--- config.mk ---
export PLATFORM = sky130hd
export DESIGN_NAME = uart_tx
export DESIGN_NICKNAME = d
export VERILOG_FILES = /design/src/rtl/uart_tx.sv
export SDC_FILE = /design/constraint.sdc
export NUM_CORES = 1
export LEC_CHECK = 0
export ABC_AREA = 1
export CORE_MARGIN = 2
export CORE_UTILIZATION = 45
export DETAILED_ROUTE_END_ITERATION = 12
export GPL_TIMING_DRIVEN = 0
export PLACE_DENSITY = 0.74
export SYNTH_ARGS = -nofsm -noshare
export SYNTH_HDL_FRONTEND = slang
export SYNTH_SLANG_ARGS = --single-unit
--- constraint.sdc ---
create_clock -name clk -period 1.6 [get_ports clk]
set_clock_uncertainty 0.05 [all_clocks]
set_input_delay 0.32 -clock clk [delete_from_list [all_inputs] [get_ports clk]]
set_output_delay 0.32 -clock clk [all_outputs]
set_load 0.05 [all_outputs]
--- src/rtl/uart_tx.sv ---
// uart_tx: 8-bit asynchronous serial transmitter with a one-byte hold buffer.
//
// Frame on tx: start (0), data bits 0..7 LSB first, optional parity, stop (1).
// Each bit lasts CLKS_PER_BIT clk cycles. A byte written during a frame is parked
// in the hold buffer and sent back-to-back with no idle gap. A byte written while
// the hold buffer is full is dropped and flagged on overrun.
//
// Parameters
//   CLKS_PER_BIT  clk cycles per serial bit (2..65535)
//   PARITY_EN     1 = insert a parity bit between data bit 7 and the stop bit
//   PARITY_ODD    1 = odd parity, 0 = even parity (ignored when PARITY_EN = 0)
//
// Ports
//   clk      system clock, rising edge
//   rst_n    synchronous active-low reset
//   datain   byte to transmit, sampled only when wrsig = 1
//   wrsig    one-cycle write strobe
//   tx       serial line, idle high, registered
//   idle     high when no frame is in progress and the hold buffer is empty
//   overrun  one-cycle pulse when a written byte is dropped
module uart_tx #(
  parameter int unsigned CLKS_PER_BIT = 16,
  parameter int unsigned PARITY_EN    = 0,
  parameter int unsigned PARITY_ODD   = 0
) (
  input  logic       clk,
  input  logic       rst_n,
  input  logic [7:0] datain,
  input  logic       wrsig,
  output logic       tx,
  output logic       idle,
  output logic       overrun
);

  localparam int unsigned CNT_W = (CLKS_PER_BIT > 1) ? $clog2(CLKS_PER_BIT) : 1;
  localparam logic [CNT_W-1:0] CNT_RELOAD = CNT_W'(CLKS_PER_BIT - 1);
  localparam logic [CNT_W-1:0] CNT_ONE    = CNT_W'(1);
  localparam logic             PAR_EN     = (PARITY_EN != 0);
  localparam logic             PAR_ODD    = (PARITY_ODD != 0);

  typedef enum logic [2:0] {
    S_IDLE   = 3'd0,
    S_START  = 3'd1,
    S_DATA   = 3'd2,
    S_PARITY = 3'd3,
    S_STOP   = 3'd4
  } state_t;

  state_t           state_q;
  logic [CNT_W-1:0] cnt_q;
  logic [2:0]       bit_idx_q;
  logic [7:0]       shift_q;
  logic             parity_q;
  logic [7:0]       hold_q;
  logic             hold_full_q;

  // Bit boundary of the current bit and the final cycle of the stop bit.
  logic bit_done_c;
  logic last_stop_c;

  assign bit_done_c  = (cnt_q == '0);
  assign last_stop_c = (state_q == S_STOP) && bit_done_c;

  // Transmit FSM, bit timer, shift register, hold buffer and status outputs.
  always_ff @(posedge clk) begin
    if (!rst_n) begin
      state_q     <= S_IDLE;
      cnt_q       <= '0;
      bit_idx_q   <= '0;
      shift_q     <= '0;
      parity_q    <= 1'b0;
      hold_q      <= '0;
      hold_full_q <= 1'b0;
      tx          <= 1'b1;
      idle        <= 1'b1;
      overrun     <= 1'b0;
    end else begin
      overrun <= 1'b0;

      case (state_q)
        S_IDLE: begin
          tx <= 1'b1;
          if (wrsig) begin
            shift_q   <= datain;
            parity_q  <= (^datain) ^ PAR_ODD;
            state_q   <= S_START;
            cnt_q     <= CNT_RELOAD;
            bit_idx_q <= '0;
            tx        <= 1'b0;
            idle      <= 1'b0;
          end
        end

        S_START: begin
          if (bit_done_c) begin
            state_q   <= S_DATA;
            cnt_q     <= CNT_RELOAD;
            bit_idx_q <= '0;
            tx        <= shift_q[0];
          end else begin
            cnt_q <= cnt_q - CNT_ONE;
          end
        end

        S_DATA: begin
          if (bit_done_c) begin
            cnt_q <= CNT_RELOAD;
            if (bit_idx_q == 3'd7) begin
              if (PAR_EN) begin
                state_q <= S_PARITY;
                tx      <= parity_q;
              end else begin
                state_q <= S_STOP;
                tx      <= 1'b1;
              end
            end else begin
              // Next data bit is always at position 1 before the shift lands.
              bit_idx_q <= bit_idx_q + 3'd1;
              shift_q   <= {1'b0, shift_q[7:1]};
              tx        <= shift_q[1];
            end
          end else begin
            cnt_q <= cnt_q - CNT_ONE;
          end
        end

        S_PARITY: begin
          if (bit_done_c) begin
            state_q <= S_STOP;
            cnt_q   <= CNT_RELOAD;
            tx      <= 1'b1;
          end else begin
            cnt_q <= cnt_q - CNT_ONE;
          end
        end

        S_STOP: begin
          if (bit_done_c) begin
            if (hold_full_q) begin
              // Pending byte starts immediately; a write this cycle refills the buffer.
              shift_q     <= hold_q;
              parity_q    <= (^hold_q) ^ PAR_ODD;
              state_q     <= S_START;
              cnt_q       <= CNT_RELOAD;
              bit_idx_q   <= '0;
              tx          <= 1'b0;
              hold_full_q <= wrsig;
              if (wrsig) begin
                hold_q <= datain;
              end
            end else if (wrsig) begin
              shift_q   <= datain;
              parity_q  <= (^datain) ^ PAR_ODD;
              state_q   <= S_START;
              cnt_q     <= CNT_RELOAD;
              bit_idx_q <= '0;
              tx        <= 1'b0;
            end else begin
              state_q <= S_IDLE;
              cnt_q   <= '0;
              tx      <= 1'b1;
              idle    <= 1'b1;
            end
          end else begin
            cnt_q <= cnt_q - CNT_ONE;
          end
        end

        default: begin
          state_q <= S_IDLE;
          cnt_q   <= '0;
          tx      <= 1'b1;
          idle    <= 1'b1;
        end
      endcase

      // Writes arriving mid-frame go to the hold buffer, or are dropped if it is full.
      if (wrsig && (state_q != S_IDLE) && !last_stop_c) begin
        if (hold_full_q) begin
          overrun <= 1'b1;
        end else begin
          hold_q      <= datain;
          hold_full_q <= 1'b1;
        end
      end
    end
  end

endmodule

==> results.md, run 1 <==
- CTS max path bufs: 2
- Post-synth EDFFs: 0
- Worst flop-to-flop path endpoint: hold_q[2]
- Ys Warns: 0
- Vias in the first global route: 1773
- CP delay by family, top: simple AND/OR/NAND/NOR gates
- Max incr delay on CP: 360 ps
- I/O Buffers: 12
- Endpoints failing setup: 0
- Routed vias: 2025
- First-pass GRT wire length: 7970 microns
- Outcome: finished, final reports clean
- Worst hold stages: 2
- Fillers: 425
- Layout cells sized above 1: 0.179
- DRC viols: 0
- Net Sw Frac: 0.473
- Worst Setup Start Kind: flip-flop
- Chip Width: 70.7 microns
- R2R Path Start: state_q[1]
- Cell-internal power: 0.00240 W
- Worst-skew pair later-pin latency: 290 ps
- Register-to-Register Path Depth: 7
- Commonest non-fill, non-tap cells in the layout: 95 x nand2_1, 40 x nor2_1, 30 x nand3_1
- TritonCTS Buffers: 5
- ANT cells: 0
- DR iter-0 viols: 147
- CP endpoint: hold_q[2]
- Count of standard-cell rows: 24
- Synthesized flop and latch total: 30
- Final nets: 360
- Mapped Area: 2000 sq um
- Max-slew headroom: 0.657
- Maximum operating frequency: 658 MHz
- H-tree Lvls: 2
- Syn_nets: 331
- P_leak: 1.16 nW
- Die H: 70.7 microns
- Async S/R FF share, synth: 0
- Slowest CP cell: dfxtp_2
- Die ar.: 5000 sq um
- Root Buffer: clkbuf_8
- Worst R2R Setup Slack: 80 ps
- Worst Path Required: 1740 ps
- Largest net degree at the start of global routing: 11
- Sequence of cells on the critical path: nor2_4 -> nand2_4 -> inv_6 -> nand4_4 -> buf_2 -> a21oi_1 -> nor2_1
- Met2 WL: 2210 microns
- FF+latch area: 606 sq um
- WL final: 4680 microns
- Cts-stage hold buffer count: 0
- Post-Syn Area per Cell: 6.32 sq um
- Final Slew Violations: 0
- CTS clk-pin slew, worst paths: 60 ps
- Clk sinks: 30
- Layout Utilization: 0.557
- Worst Tran Pin Value: 514 ps
- Critical path arrival: 1660 ps
- RSZ-0062 raised after global routing: yes
- Switching power: 0.00215 W
- Starting density of the core: 0.463
- Placed cell count: 381
- Synth cell types: 28
- Worst-path fanout max: 7
- Syn-to-layout area delta: 20.4%
- GRT Total Usage: 0.201
- Total Power: 0.00456 W
- WL met1: 2130 microns
- Final Cycle Share: 0.949
- GPL Wtd Cong: 0.829
- Core area: 4320 sq um
- Worst setup path start: state_q[1]
- Final std cells w/o fill: 399
- Flop pwr share: 0.268
- DRT Pass-1 Iters: 4
- Post-DP Area: 2190 sq um
- Final hold vios: 0
- TritonCTS clock tree: done
- Synth Instances: 317
- Vias per Instance: 5.08
- Type of the worst setup path: flip-flop to flip-flop
- Max cap viols: 0
- Routed wire length per instance: 11.7 microns
- Metal3 WL: 275 microns
- I/O pins: 14
- Final worst path period need: 1520 ps
- Main synth FF type: dfxtp_1
- Power Dens Cells: 1890 nW/um^2
- Setup TNS Final: 0 ps
- Clock share of power: 0.141
- Overflow after GRT: 0
- Comb power frac: 0.591
- Buffers & Inverters on Critical Path: 2
- WP depth: 7
- DP Wirelength: 3360 microns
- Area of the multi-input gates: 1230 sq um
- Maximum VDD drop: 0.992 mV
- Most common cell after layout, fill and taps aside: nand2_1
- Initial antenna violation count: 0
- Seq/Total Area, Yosys: 0.300
- DRT antenna net count: 0
- Worst Setup End Kind: flip-flop
- Design Area, Final: 2410 sq um
- Hold Crit Class: flip-flop to flip-flop
- Top sig layer: met4
[what timing repair did]
action	CTS	global route
pin swaps	3	2
buffers inserted	5	3
setup endpoints to repair	21	26
gates cloned	1	1
gates resized for setup	9	14
[per-stage QoR]
stage / setup slack, ps / hold slack (ps)
floorplan: 26.5 / 395
detailed placement: -327 / 394
finish: 81.4 / 404
CTS: 5.86 / 406
global placement: -317 / 389
global route: -18.5 / 447
[cell families after synthesis]
family                   Yosys count  synth area share
AO/OA/AOI/OAI                     48             0.124
adder cells (fa/ha/maj)            3            0.0188
buffers and inverters             42            0.0956
flip-flops                        30             0.300
AND/OR/NAND/NOR                  194             0.462
[Yosys cell counts, types with 2 or more instances]
cell / number / area, sq um
inv_1: 27 / 101
dfxtp_1: 30 / 601
o21ai_0: 13 / 65.1
buf_2: 2 / 10.0
nand3_2: 2 / 20.0
nor2_4: 5 / 56.3
ha_1: 3 / 37.5
inv_2: 2 / 7.51
clkbuf_1: 5 / 18.8
nand2_4: 4 / 45.0
buf_6: 2 / 22.5
nand2_2: 6 / 37.5
a21oi_2: 2 / 17.5
nand2_1: 96 / 360
nand3_1: 30 / 150
nand4_1: 4 / 25.0
a21oi_1: 26 / 130
nand4_4: 2 / 42.5
o21ai_1: 7 / 35.0
nor2_1: 41 / 154
[area by class of cell]
cell class | count | share of cell area
inverter | 32 | 0.0550
clock inverter | 1 | 0.00208
tap | 52 | 0.0270
sequential | 30 | 0.251
timing repair buffer | 22 | 0.0903
buffer | 10 | 0.0280
clock buffer | 7 | 0.0358
multi-input combinational | 245 | 0.510
[per-layer routing]
metal / GRT usage / vias to the layer above
met1: 0.263 / 898
li1: - / 1072
met5: 0 / -
met2: 0.321 / 49
met3: 0.0598 / 6
met4: 0.0587 / 0
[power groups by stage]
stage               Combinational (W)  Sequential, W  Clock, W
floorplan                     0.00185        0.00125         0
global placement              0.00233        0.00121         0
detailed placement            0.00236        0.00121         0
CTS                           0.00260        0.00120  0.000656
global route                  0.00304        0.00125  0.000688
finish                        0.00270        0.00122  0.000642
[worst reg2reg max path: cells and delay by family (launching register included)]
| kind | cells | cell delay, ps |
|---|---|---|
| buf+inv | 2 | 330 |
| simple gates | 4 | 520 |
| flops | 1 | 360 |
| compound gates | 1 | 150 |
[worst min-delay path by stage]
| stage | startpoint | slack, ps | endpoint |
|---|---|---|---|
| after floorplan | cnt_q[1] | 400 | cnt_q[1] |
| after global placement | idle | 390 | idle |
| after detailed placement | idle | 390 | idle |
| after CTS | idle | 410 | idle |
| after global routing | idle | 450 | idle |
| final | idle | 400 | idle |
[registers in the layout, summed over array words and instances, names as in the netlist]
name	cells
bit_idx_q	3
cnt_q	4
hold_full_q	1
hold_q	8
idle	1
overrun	1
shift_q	8
state_q	3
tx	1
No activity file was read; power rests on OpenSTA's default activity.
==> inputs of run 2 (changes only) <==
Settings changed: RECOVER_POWER set to 25.
==> results of run 2 <==
No change in the layout: final DEF, timing and power equal those of run 1.
==> inputs of run 3 (changes only) <==
Settings changed: CAP_MARGIN set to 20, PLACE_DENSITY 0.74 to 0.72.
Clock period 1.6 ns to 1.67 ns, I/O delays scaled along.
==> run 3 against run 2 <==
Effect of this change:
- final area down 3.8%
- power down 9.2%
- setup slack better by 43 ps
- sequential cell count unchanged
- combinational power down 11%
- fmax down 1.8%
- count of clock-buffer cells in the layout down 1
- critical path depth up 2
- sequential power down 5%
==> results.md, run 3 (synthesis gave the netlist of run 1 again) <==
- Outcome: finished, final reports clean
- Type of the worst setup path: flip-flop to flip-flop
- Clk sinks: 30
- CP delay by family, top: flip-flops
- RSZ-0062 raised after global routing: no
- FF+latch area: 603 sq um
- Critical path arrival: 1670 ps
- Core area: 4320 sq um
- Endpoints failing setup: 0
- Final Slew Violations: 0
- Worst Setup Start Kind: flip-flop
- CP dominant cell by count: nand2_4
- Hold Crit Class: flip-flop to flip-flop
- WL final: 4640 microns
- Final worst path period need: 1550 ps
- GPL Wtd Cong: 0.848
- Vias per Instance: 5.19
- DRT antenna net count: 0
- Fillers: 463
- Overflow after GRT: 0
- Max-slew headroom: 0.632
- Vias in the first global route: 1837
- Sequence of cells on the critical path: inv_1 -> ha_4 -> nand2_4 -> inv_4 -> nand2_4 -> nand4_4 -> buf_6 -> a21oi_1 -> nor2_1
- Routed vias: 2025
- TritonCTS clock tree: done
- Worst slack, placed: -282 ps
- First-pass GRT wire length: 8110 microns
- Starting density of the core: 0.463
- Chip Width: 70.7 microns
- Worst-skew pair later-pin latency: 280 ps
- Maximum VDD drop: 0.724 mV
- Buffers & Inverters on Critical Path: 3
- Die ar.: 5000 sq um
- Largest net degree at the start of global routing: 11
- Power Dens Cells: 1790 nW/um^2
- ANT cells: 0
- DR iter-0 viols: 74
- Syn-to-layout area delta: 15.8%
- H-tree Lvls: 2
- CTS max path bufs: 2
- Layout cells sized above 1: 0.142
- P_leak: 1.11 nW
- GRT Total Usage: 0.199
- Biggest regs: hold_q: 8 flops, shift_q: 8 flops, cnt_q: 4 flops
- Worst Tran Pin Value: 552 ps
- Initial antenna violation count: 0
- Worst Setup End Kind: flip-flop
- Max incr delay on CP: 350 ps
- Commonest non-fill, non-tap cells in the layout: 95 x nand2_1, 41 x nor2_1, 30 x nand3_1
- Final std cells w/o fill: 390
- Final nets: 353
- Worst-path fanout max: 10
- Final hold vios: 0
- Slowest CP cell: dfxtp_1
- Final setup margin: 124 ps
- Most common cell after layout, fill and taps aside: nand2_1
- Root Buffer: clkbuf_8
- DP Wirelength: 3520 microns
- Die H: 70.7 microns
- Count of standard-cell rows: 24
- I/O pins: 14
- WHS: 407 ps
- Maximum operating frequency: 647 MHz
- Final Cycle Share: 0.926
- Worst Path Required: 1800 ps
- DRC viols: 0
- DRT Pass-1 Iters: 4
- Placed cell count: 381
- TritonCTS Buffers: 5
- Area of the multi-input gates: 1240 sq um
- I/O Buffers: 12
- Max cap viols: 0
- CTS clk-pin slew, worst paths: 60 ps
- Routed wire length per instance: 11.9 microns
- Layout Utilization: 0.536
run 3: routing by layer:
layer  routed length (microns)  vias up  GRT usage  part of all wire
met1                      2070      915      0.241              0.45
met4                        92        0     0.0839             0.020
met2                      2330       34      0.346              0.50
met5                         0        -          0                 0
li1                          -     1065          -                 -
met3                       154       11     0.0342             0.033
run 3: worst paths after layout:
kind                                from        end  slack [ps]  cells after the start
worst max-delay path            cnt_q[0]  hold_q[2]         120                      9
worst min-delay path                idle       idle         410                      2
worst max register to register  cnt_q[0]  hold_q[2]         120                      9
worst min register to register      idle       idle         410                      2
run 3: cell type report:
type,instances,share of cell area
Sequential cell,30,0.260
Tap cell,52,0.0281
Inverter,32,0.0583
Timing Repair Buffer,14,0.0567
Clock buffer,6,0.0356
Buffer,10,0.0270
Multi-Input combinational cell,246,0.534
run 3: stage by stage:
step / area, sq um / TNS [ps] / total power, W
2_1_floorplan: 2000 / 0 / 0.00297
3_3_place_gp: 2190 / -2760 / 0.00339
3_5_place_dp: 2190 / -3020 / 0.00344
4_1_cts: 2270 / 0 / 0.00403
5_1_grt: 2320 / 0 / 0.00456
6_report: 2320 / 0 / 0.00414
run 3: repair_timing:
item / in CTS / in global routing
hold buffers: 0 / 0
pin swaps: 1 / 2
gates resized for setup: 6 / 10
setup buffers: 0 / 2
gates cloned: 0 / 1
setup endpoints to repair: 19 / 22
run 3: worst reg2reg max path, delay by kind of cell, from the launching register on:
family,cells,cell delay [ps]
flops,1,350
simple gates,4,360
compound gates,1,140
buf+inv,3,350
fa+ha+maj,1,190
run 3: report_power, final:
part,leakage [nW],internal [W],switching [W]
Sequential,0.248,0.000970,0.000189
Clock,0.0431,0.000317,0.000260
Combinational,0.819,0.000832,0.00157
Total,1.11,0.00212,0.00202
